## src/rtl/apb_pkg.sv

```systemverilog
// Shared APB types: FSM state encoding, strobe width and the command record
// that both the master and the timer register block understand.
package apb_pkg;

  localparam int APB_ADDR_W = 12;
  localparam int APB_DATA_W = 32;
  localparam int APB_STRB_W = APB_DATA_W / 8;

  typedef enum logic [1:0] {
    IDLE   = 2'd0,
    SETUP  = 2'd1,
    ACCESS = 2'd2
  } apb_state_e;

  typedef struct packed {
    logic                  write;
    logic [APB_ADDR_W-1:0] addr;
    logic [APB_DATA_W-1:0] wdata;
    logic [APB_STRB_W-1:0] strb;
  } apb_cmd_t;

  function automatic int strb_width(input int data_w);
    return data_w / 8;
  endfunction

endpackage

```

## src/rtl/apb_master.sv

```systemverilog
// APB initiator: one command at a time through SETUP/ACCESS, with a wait-state
// watchdog so a slave that never readies cannot hang the bus.
module apb_master
  import apb_pkg::*;
#(
  parameter int ADDR_W  = 12,
  parameter int DATA_W  = 32,
  parameter int TIMEOUT = 16
) (
  input  logic                  sys_clk,
  input  logic                  sys_rst_n,
  input  logic                  cmd_valid,
  output logic                  cmd_ready,
  input  logic                  cmd_write,
  input  logic [ADDR_W-1:0]     cmd_addr,
  input  logic [DATA_W-1:0]     cmd_wdata,
  input  logic [DATA_W/8-1:0]   cmd_strb,
  output logic                  rsp_valid,
  output logic [DATA_W-1:0]     rsp_rdata,
  output logic                  rsp_err,
  output logic                  tim_psel,
  output logic                  tim_penable,
  output logic                  tim_pwrite,
  output logic [ADDR_W-1:0]     tim_paddr,
  output logic [DATA_W-1:0]     tim_pwdata,
  output logic [DATA_W/8-1:0]   tim_pstrb,
  input  logic                  tim_pready,
  input  logic [DATA_W-1:0]     tim_prdata,
  input  logic                  tim_pslverr
);

  localparam int STRB_W = strb_width(DATA_W);
  localparam int CNT_W  = (TIMEOUT < 1) ? 1 : $clog2(TIMEOUT + 1);

  apb_state_e          state_q, state_d;
  logic [CNT_W-1:0]    cnt_q, cnt_d;
  logic                cmd_ready_q, cmd_ready_d;
  logic                rsp_valid_q, rsp_valid_d;
  logic [DATA_W-1:0]   rsp_rdata_q, rsp_rdata_d;
  logic                rsp_err_q, rsp_err_d;
  logic                psel_q, psel_d;
  logic                penable_q, penable_d;
  logic                pwrite_q, pwrite_d;
  logic [ADDR_W-1:0]   paddr_q, paddr_d;
  logic [DATA_W-1:0]   pwdata_q, pwdata_d;
  logic [STRB_W-1:0]   pstrb_q, pstrb_d;
  logic                timeout_hit;

  // This ACCESS cycle is the TIMEOUT-th one without ready; a ready in the same cycle still wins.
  assign timeout_hit = (TIMEOUT != 0) && ((int'(cnt_q) + 1) >= TIMEOUT);

  always_comb begin
    state_d     = state_q;
    cnt_d       = cnt_q;
    rsp_valid_d = 1'b0;
    rsp_rdata_d = rsp_rdata_q;
    rsp_err_d   = rsp_err_q;
    psel_d      = psel_q;
    penable_d   = penable_q;
    pwrite_d    = pwrite_q;
    paddr_d     = paddr_q;
    pwdata_d    = pwdata_q;
    pstrb_d     = pstrb_q;

    case (state_q)
      IDLE: begin
        psel_d    = 1'b0;
        penable_d = 1'b0;
        if (cmd_valid && cmd_ready_q) begin
          state_d  = SETUP;
          psel_d   = 1'b1;
          cnt_d    = '0;
          pwrite_d = cmd_write;
          paddr_d  = cmd_addr;
          if (cmd_write) begin
            pwdata_d = cmd_wdata;
            pstrb_d  = cmd_strb;
          end else begin
            pstrb_d  = '0;
          end
        end
      end
      SETUP: begin
        state_d   = ACCESS;
        penable_d = 1'b1;
      end
      ACCESS: begin
        if (tim_pready) begin
          state_d     = IDLE;
          psel_d      = 1'b0;
          penable_d   = 1'b0;
          rsp_valid_d = 1'b1;
          rsp_rdata_d = pwrite_q ? '0 : tim_prdata;
          rsp_err_d   = tim_pslverr;
        end else if (timeout_hit) begin
          state_d     = IDLE;
          psel_d      = 1'b0;
          penable_d   = 1'b0;
          rsp_valid_d = 1'b1;
          rsp_rdata_d = '0;
          rsp_err_d   = 1'b1;
        end
        if (!tim_pready && (int'(cnt_q) < TIMEOUT)) begin
          cnt_d = cnt_q + CNT_W'(1);
        end
      end
      default: begin
        state_d   = IDLE;
        psel_d    = 1'b0;
        penable_d = 1'b0;
      end
    endcase

    cmd_ready_d = (state_d == IDLE);
  end

  always_ff @(posedge sys_clk or negedge sys_rst_n) begin
    if (!sys_rst_n) begin
      state_q     <= IDLE;
      cnt_q       <= '0;
      cmd_ready_q <= 1'b0;
      rsp_valid_q <= 1'b0;
      rsp_rdata_q <= '0;
      rsp_err_q   <= 1'b0;
      psel_q      <= 1'b0;
      penable_q   <= 1'b0;
      pwrite_q    <= 1'b0;
      paddr_q     <= '0;
      pwdata_q    <= '0;
      pstrb_q     <= '0;
    end else begin
      state_q     <= state_d;
      cnt_q       <= cnt_d;
      cmd_ready_q <= cmd_ready_d;
      rsp_valid_q <= rsp_valid_d;
      rsp_rdata_q <= rsp_rdata_d;
      rsp_err_q   <= rsp_err_d;
      psel_q      <= psel_d;
      penable_q   <= penable_d;
      pwrite_q    <= pwrite_d;
      paddr_q     <= paddr_d;
      pwdata_q    <= pwdata_d;
      pstrb_q     <= pstrb_d;
    end
  end

  assign cmd_ready   = cmd_ready_q;
  assign rsp_valid   = rsp_valid_q;
  assign rsp_rdata   = rsp_rdata_q;
  assign rsp_err     = rsp_err_q;
  assign tim_psel    = psel_q;
  assign tim_penable = penable_q;
  assign tim_pwrite  = pwrite_q;
  assign tim_paddr   = paddr_q;
  assign tim_pwdata  = pwdata_q;
  assign tim_pstrb   = pstrb_q;

endmodule

```

## config.mk

```make
export PLATFORM = sky130hd
export DESIGN_NAME = apb_master
export DESIGN_NICKNAME = d
export VERILOG_FILES = /design/src/rtl/apb_pkg.sv /design/src/rtl/apb_master.sv
export SDC_FILE = /design/constraint.sdc
export NUM_CORES = 1
export LEC_CHECK = 0
export ABC_AREA = 1
export BUFFER_PORTS_ARGS = -buffer_cell sky130_fd_sc_hd__buf_2
export CAP_MARGIN = 20
export CORE_AREA = 2 2 95 97
export DETAILED_ROUTE_END_ITERATION = 12
export DIE_AREA = 0 0 97 99
export MAX_ROUTING_LAYER = met4
export PLACE_DENSITY = 0.83
export SETUP_SLACK_MARGIN = 0.05
export SYNTH_ARGS = -nofsm -noshare
export SYNTH_HDL_FRONTEND = slang
export SYNTH_SLANG_ARGS = --single-unit
export TNS_END_PERCENT = 1
```

## constraint.sdc

```tcl
create_clock -name sys_clk -period 1.8 [get_ports sys_clk]
set_input_delay 0.09 -clock sys_clk [delete_from_list [all_inputs] [get_ports sys_clk]]
set_output_delay 0.09 -clock sys_clk [all_outputs]
set_load 0.01 [all_outputs]
```

==> results_dict.tcl, run 1 <==
set metrics [dict create \
    worst_slew_pin_slew_ns 0.4796 \
    start_util_pct 46.78 \
    synth-edff-count 0 \
    yosysSeqAreaShare_pct 58.18 \
    drt_iter0_markers 228 \
    synthTopCellsByArea "dfrtp_1 (58%), nand2_1 (18%), nand3_1 (8.9%)" \
    startpoint "cnt_q[0]$_DFFE_PN0P_" \
    dpl_worst_slack_ns 0.1713 \
    cts_sinks 93 \
    cts_inserted_buffers 9 \
    cts_root_buffer "clkbuf_8" \
    grt_pass1_wl_mm 18.76 \
    n_antenna_cell 0 \
    rows 34 \
    cap_violations 0 \
    core-area_um2 8551 \
    slew_headroom_pct 68.03 \
    vdd_drop_max_mv 0.9325 \
    syn_avg_cell_area_um2 8.421 \
    fmaxAchievable_mhz 605.8 \
    fin_ws_ns 0.1494 \
    gp_congestion 0.7721 \
    rsz0062_at_grt "yes" \
    endpoint_kind "flop" \
    dieWidth_um 97 \
    post_cts_buffers 0 \
    io_buffer_count 171 \
    netlist_instances 475 \
    drive_above_1_share_pct 29.73 \
    cts_tree "yes" \
    syn-num-nets 562 \
    grt_max_degree 49 \
    vias 3979 \
    clk_pin_slew_worst_paths_ns 0.10 \
    crit_fanout 35 \
    leakagePower_nw 3.337 \
    track_usage_pct 24.80 \
    drt-total-wl_mm 11.66 \
    fin_worst_skew_ns 0.008122 \
    die_y_um 99 \
    grt_overflow 0 \
    status "complete, no violations" \
    hold_viol_final 0 \
    ys_seq_elements 93 \
    syn2layout_area_growth_pct 40.29 \
    dieArea_um2 9603 \
    synth_top_area_share_pct 58.18 \
    grt_pass1_vias 3938 \
    path_class "reg2reg" \
    yosysWarnings 0 \
    finish.net_count 775 \
    wire_per_inst_um 14.56 \
    crit_required_ns 2.08 \
    drc 0 \
    power_density_nw_per_um2 1401 \
    post-route-period-util_pct 91.70 \
    antenna_found_initial 0 \
    fillers 659 \
    hp-start "cmd_strb[2]" \
    setup_tns_ns 0 \
    synth_cell_type_count 25 \
    io-pin-count 172 \
    ant_nets 0 \
    firstDrtPassIters 5 \
    finalCriticalPeriod_ns 1.651 \
    setup_violations 0 \
    cts_resized 0 \
    place_hpwl_mm 6.844 \
    htree_levels 3 \
    clock_path_buffers 2 \
    viasPerCell 4.968 \
    worst_ep_arrival_time_ns 1.94 \
    clk_latency_ns 0.35 \
    synth_ff_type "dfrtp_1" \
    synthesis.area_um2 4000 \
    cp-start-kind "flop" \
    synth_top_cell_by_area "dfrtp_1" \
    async_flop_share_pct 100.0 \
    finalMaxSlewViolations 0 \
    hold_path.class "in2reg" \
    r2r-start "cnt_q[0]$_DFFE_PN0P_" \
]
[repair_timing]
action | in CTS | in global routing
hold buffers | 48 | 0
endpoints found under the hold margin | 77 | 0
setup endpoints to repair | 0 | 29
[logic make-up after synthesis]
family          share of synthesized area [%]
compound gates                          1.345
fa+ha+maj                              0.3127
buf+inv                                 7.507
flops                                   58.18
simple gates                            32.66
[sequential cells by signal (all words and copies together) (netlist names)]
signal and flops:
tim_psel 1, state_q 2, tim_paddr 12, rsp_err 1, tim_pwrite 1, rsp_valid 1, cmd_ready 1, tim_penable 1
rsp_rdata 32, tim_pwdata 32, cnt_q 5, tim_pstrb 4
[per-stage QoR]
stage	power, mW	instances	area, um2	util, %	hold slack [ns]
floorplan	5.046	475	4000	-	-0.2056
CTS	7.770	800	5600	65.50	0.01396
detailed placement	6.280	736	4920	57.54	0.06021
global placement	6.138	736	4920	57.54	0.05525
finish	7.859	801	5612	65.63	0.02101
global route	8.415	801	5612	65.63	0.01697
[metal layers]
metal  share of wire [%]  vias to the layer above  GRT usage (%)
met4                 2.0                        0          11.27
met1                  40                     1854          31.23
met2                  48                      210          38.19
li1                    -                     1890              -
met5                   0                        -              -
met3                 9.2                       25          6.099
[cell usage after synthesis, types with 2 or more instances]
master    instances
dfrtp_1          93
clkbuf_1         10
buf_6             2
inv_1            38
nand3_1          71
nand4_1           2
o21ai_0           7
buf_4             3
inv_2             3
buf_2             9
nor2_1           35
nand2_8           2
nand2_1         188
[cell usage in the layout (no fill, tap or decap), types with 3 or more instances in the layout]
cell           instances
nor2_1                35
nand2_1              188
inv_2                  3
buf_2                170
inv_1                 38
dfrtp_1               93
dlygate4sd3_1         48
buf_4                  8
nand3_1               71
clkbuf_8               9
o21ai_0                7
clkinv_4               3
[report_power, final]
part	internal, mW	leakage [nW]	total (mW)	switching, mW
clock network	0.656	0.0971	1.41	0.754
logic	1.15	2.04	3.07	1.92
registers	2.89	1.20	3.38	0.487
total	4.70	3.34	7.86	3.16
[worst max-delay path, stage by stage, from the launching register on]
cell and delay, ns:
dfrtp_1 0.43, ha_1 0.25, nand3_1 0.11, nand2_1 0.10
nand2_4 0.11, nand2_8 0.16, nand2_4 0.26, nand2_1 0.09
nand2_1 0.06
[path summary, 6_finish.rpt]
path	cells after the start	slack, ns	end
worst min-delay path	3	0.02	tim_pstrb[2]$_DFFE_PN0P_
worst min register to register	2	0.47	rsp_rdata[11]$_DFFE_PN0P_
min in group asynchronous	2	0.22	rsp_rdata[14]$_DFFE_PN0P_
worst max register to register	8	0.15	rsp_rdata[21]$_DFFE_PN0P_
max in group asynchronous	3	0.98	tim_pwdata[30]$_DFFE_PN0P_
worst max-delay path	8	0.15	rsp_rdata[21]$_DFFE_PN0P_
[layout make-up]
| cell class | count | area [um2] | share of cell area [%] |
|---|---|---|---|
| clock inverter | 6 | 72.57 | 1.293 |
| multi-input combinational | 316 | 1384 | 24.66 |
| tap | 108 | 135.1 | 2.408 |
| inverter | 41 | 153.9 | 2.742 |
| clock buffer | 10 | 127.6 | 2.274 |
| sequential | 93 | 2327 | 41.47 |
| timing repair buffer | 227 | 1411 | 25.15 |
(Power assumes the default switching activity.)
==> inputs of run 2 (changes only) <==
--- a/config.mk
+++ b/config.mk
@@ -5,14 +5,12 @@
 export SDC_FILE = /design/constraint.sdc
 export NUM_CORES = 1
 export LEC_CHECK = 0
-export ABC_AREA = 1
 export BUFFER_PORTS_ARGS = -buffer_cell sky130_fd_sc_hd__buf_2
-export CAP_MARGIN = 20
-export CORE_AREA = 2 2 95 97
+export CORE_AREA = 2 2 97 99
 export DETAILED_ROUTE_END_ITERATION = 12
-export DIE_AREA = 0 0 97 99
+export DIE_AREA = 0 0 99 101
 export MAX_ROUTING_LAYER = met4
-export PLACE_DENSITY = 0.83
+export PLACE_DENSITY = 0.79
 export SETUP_SLACK_MARGIN = 0.05
 export SYNTH_ARGS = -nofsm -noshare
 export SYNTH_HDL_FRONTEND = slang
==> run 2 against run 1 <==
Effect of this change:
- global-route usage decreased by 2.1 points
- worst setup slack got worse by 0.087 ns
- synthesized cell count decreased by 30%
- via count decreased by 13%
- worst hold slack got worse by 0.0071 ns
- wire length decreased by 5.1%
- combinational power increased by 19%
- sequential cell count unchanged
- count of clock-buffer cells in the layout unchanged
- critical endpoint is now rsp_rdata[4]$_DFFE_PN0P_
==> results_dict.tcl, run 2 <==
set metrics [dict create \
    firstDrtPassIters 4 \
    die_y_um 101 \
    swShare_pct 36.20 \
    crit_fanout 35 \
    htree_levels 3 \
    ys_top_cells_by_count "dfrtp_1 (93), nand2_1 (53), inv_1 (33), a22oi_1 (32), mux2_4 (29)" \
    grt_max_degree 45 \
    place_hpwl_mm 6.676 \
    finalMaxSlewViolations 0 \
    setup_violations 0 \
    start_util_pct 43.37 \
    ys_seq_elements 93 \
    hp-start "tim_pready" \
    n_antenna_cell 0 \
    power_density_nw_per_um2 1447 \
    dieArea_um2 9999 \
    crit_chain "ha_1, a311o_1, o31a_1, buf_4, o21ai_0" \
    yosysWarnings 0 \
    r2r-start "cnt_q[0]$_DFFE_PN0P_" \
    clk_latency_ns 0.36 \
    worst_ep_arrival_time_ns 2.00 \
    antenna_found_initial 0 \
    track_usage_pct 22.69 \
    clock_path_buffers 2 \
    post_cts_buffers 0 \
    wire_per_inst_um 15.72 \
    synth_top_cell_by_area "dfrtp_1" \
    grt_overflow 0 \
    gp_congestion 0.7617 \
    r2r.worst_path.cells 5 \
    hold_viol_final 0 \
    final_area_um2 5934 \
    cp-start-kind "flop" \
    drive_above_1_share_pct 39.29 \
    syn2layout_area_growth_pct 52.41 \
    finish.net_count 676 \
    path_depth 5 \
    slowest_stage "dfrtp_1" \
    crit_required_ns 2.06 \
    io-pin-count 172 \
    cts_sinks 93 \
    viasPerCell 4.932 \
    syn-num-nets 419 \
    synth_cell_type_count 37 \
    dpl_cell_area_um2 4933 \
    hold_depth 2 \
    synth_ff_type "dfrtp_1" \
    cpPeakStageDelay_ns 0.41 \
    p_sw_mw 3.108 \
    cts_root_buffer "clkbuf_8" \
    finalCriticalPeriod_ns 1.738 \
    critical_path_buf_inv_count 1 \
    slew_headroom_pct 65.60 \
    rsz0062_at_grt "yes" \
    grt_pass1_wl_mm 17.23 \
    io_buffer_count 171 \
    place_inst 608 \
    drt_iter0_markers 195 \
    hold_ws_ns 0.01389 \
    endpoint_kind "flop" \
    combinationalPowerShare_pct 42.6 \
    dieWidth_um 99 \
    setup_tns_ns 0 \
    synth_top_area_share_pct 59.77 \
    final_cells 704 \
    fmaxAchievable_mhz 575.4 \
    worst_slew_pin_slew_ns 0.5160 \
    netlist_instances 332 \
    path_class "reg2reg" \
    pwr-share-seq_pct 41.4 \
    vias 3472 \
    fin_worst_skew_ns 0.009779 \
    leakagePower_nw 3.164 \
    drc 0 \
    ant_nets 0 \
    synth-edff-count 0 \
    cts_tree "yes" \
    hold_path.class "in2reg" \
    status "complete, no violations" \
    vdd_drop_max_mv 0.8836 \
    syn_avg_cell_area_um2 11.73 \
    post-route-period-util_pct 96.55 \
    layout_common_cells "buf_2 (170), dfrtp_1 (93), dlygate4sd3_1 (81)" \
    drt-total-wl_mm 11.07 \
    intPower_mw 5.479 \
    yosysMostFrequentCell "dfrtp_1" \
    cap_violations 0 \
    synthesis.area_um2 3894 \
    startpoint "cnt_q[0]$_DFFE_PN0P_" \
    pwr-share-clk_pct 16.0 \
    cp_top_family "compound AO/OA/AOI/OAI gates" \
    cts_inserted_buffers 9 \
    synthTopCellsByArea "dfrtp_1 (60%), mux2_4 (11%), a22oi_1 (6.2%)" \
    clk_pin_slew_worst_paths_ns 0.09 \
    layout_commonest_cell "buf_2" \
    async_flop_share_pct 100.0 \
    yosysSeqAreaShare_pct 59.77 \
    core-area_um2 8977 \
    rows 35 \
    grt_pass1_vias 3498 \
]
-- run 2: changes by cell type after synthesis, moves of 3 or more --
cell      change
mux2_2        +3
nand2_1     -135
mux2_4       +29
a22oi_1      +31
o21ai_0      +20
clkbuf_1      -3
nand3_1      -63
inv_1         -5
inv_2         -3
nor2_1       -33
o21ai_1       +8
buf_2         -4
-- run 2: power by group through the flow --
| stage | clock network (mW) | registers, mW | logic, mW |
|---|---|---|---|
| 2_1_floorplan | 0 | 3.90 | 1.67 |
| 3_3_place_gp | 0 | 3.50 | 3.38 |
| 3_5_place_dp | 0 | 3.53 | 3.50 |
| 4_1_cts | 1.41 | 3.53 | 3.62 |
| 5_1_grt | 1.51 | 3.65 | 3.99 |
| 6_report | 1.38 | 3.55 | 3.66 |
-- run 2: logic make-up (layout without fill, tap and decap cells) --
logic type | count (synthesis) | after routing | share of synthesized area (%)
AO/OA/AOI/OAI | 77 | 77 | 12.56
multiplexers | 33 | 33 | 12.31
flip-flops | 93 | 93 | 59.77
AND/OR/NAND/NOR | 76 | 76 | 9.062
adder cells (fa/ha/maj) | 1 | 1 | 0.3213
buffers and inverters | 52 | 313 | 5.977
-- run 2: worst reg2reg max path: stages (launching register included) --
cell	delay (ns)
dfrtp_1	0.41
ha_1	0.25
a311o_1	0.38
o31a_1	0.11
buf_4	0.23
o21ai_0	0.26
-- run 2: final timing paths --
check	end	slack (ns)
min in group asynchronous	tim_pwdata[4]$_DFFE_PN0P_	0.24
worst min-delay path	cnt_q[4]$_DFFE_PN0P_	0.01
worst min register to register	tim_pstrb[0]$_DFFE_PN0P_	0.47
worst max register to register	rsp_rdata[4]$_DFFE_PN0P_	0.06
worst max-delay path	rsp_rdata[4]$_DFFE_PN0P_	0.06
max in group asynchronous	tim_pwdata[24]$_DFFE_PN0P_	0.96
-- run 2: layer usage --
layer / global-route usage, % / vias up / part of all wire (%)
met5: - / - / 0
met4: 7.376 / 0 / 1.5
met3: 4.646 / 15 / 7.2
met2: 37.06 / 159 / 49
met1: 28.55 / 1651 / 42
li1: - / 1647 / -
-- run 2: repair_timing --
action	CTS	global route
endpoints found under the setup margin	0	9
hold buffers	81	0
hold endpoints to repair	116	0
gates resized for setup	0	1
-- run 2: cell type report --
| cell class | instances | area [um2] |
|---|---|---|
| inverters | 34 | 132.6 |
| repair buffers | 264 | 1797 |
| clock buffers | 10 | 127.6 |
| flip-flops and latches | 93 | 2327 |
| clock inverters | 5 | 62.56 |
| multi-input cells | 187 | 1349 |
| well taps | 111 | 138.9 |
| fillers | 638 | 3043 |
-- run 2: stage by stage --
| step | setup slack [ns] | utilization, % | power (mW) |
|---|---|---|---|
| 6_report | 0.06217 | 66.10 | 8.587 |
| 4_1_cts | 0.08642 | 66.10 | 8.566 |
| 3_3_place_gp | 0.2180 | 54.95 | 6.877 |
| 2_1_floorplan | 0.2590 | - | 5.568 |
| 3_5_place_dp | 0.09968 | 54.95 | 7.034 |
| 5_1_grt | 0.01199 | 66.10 | 9.146 |
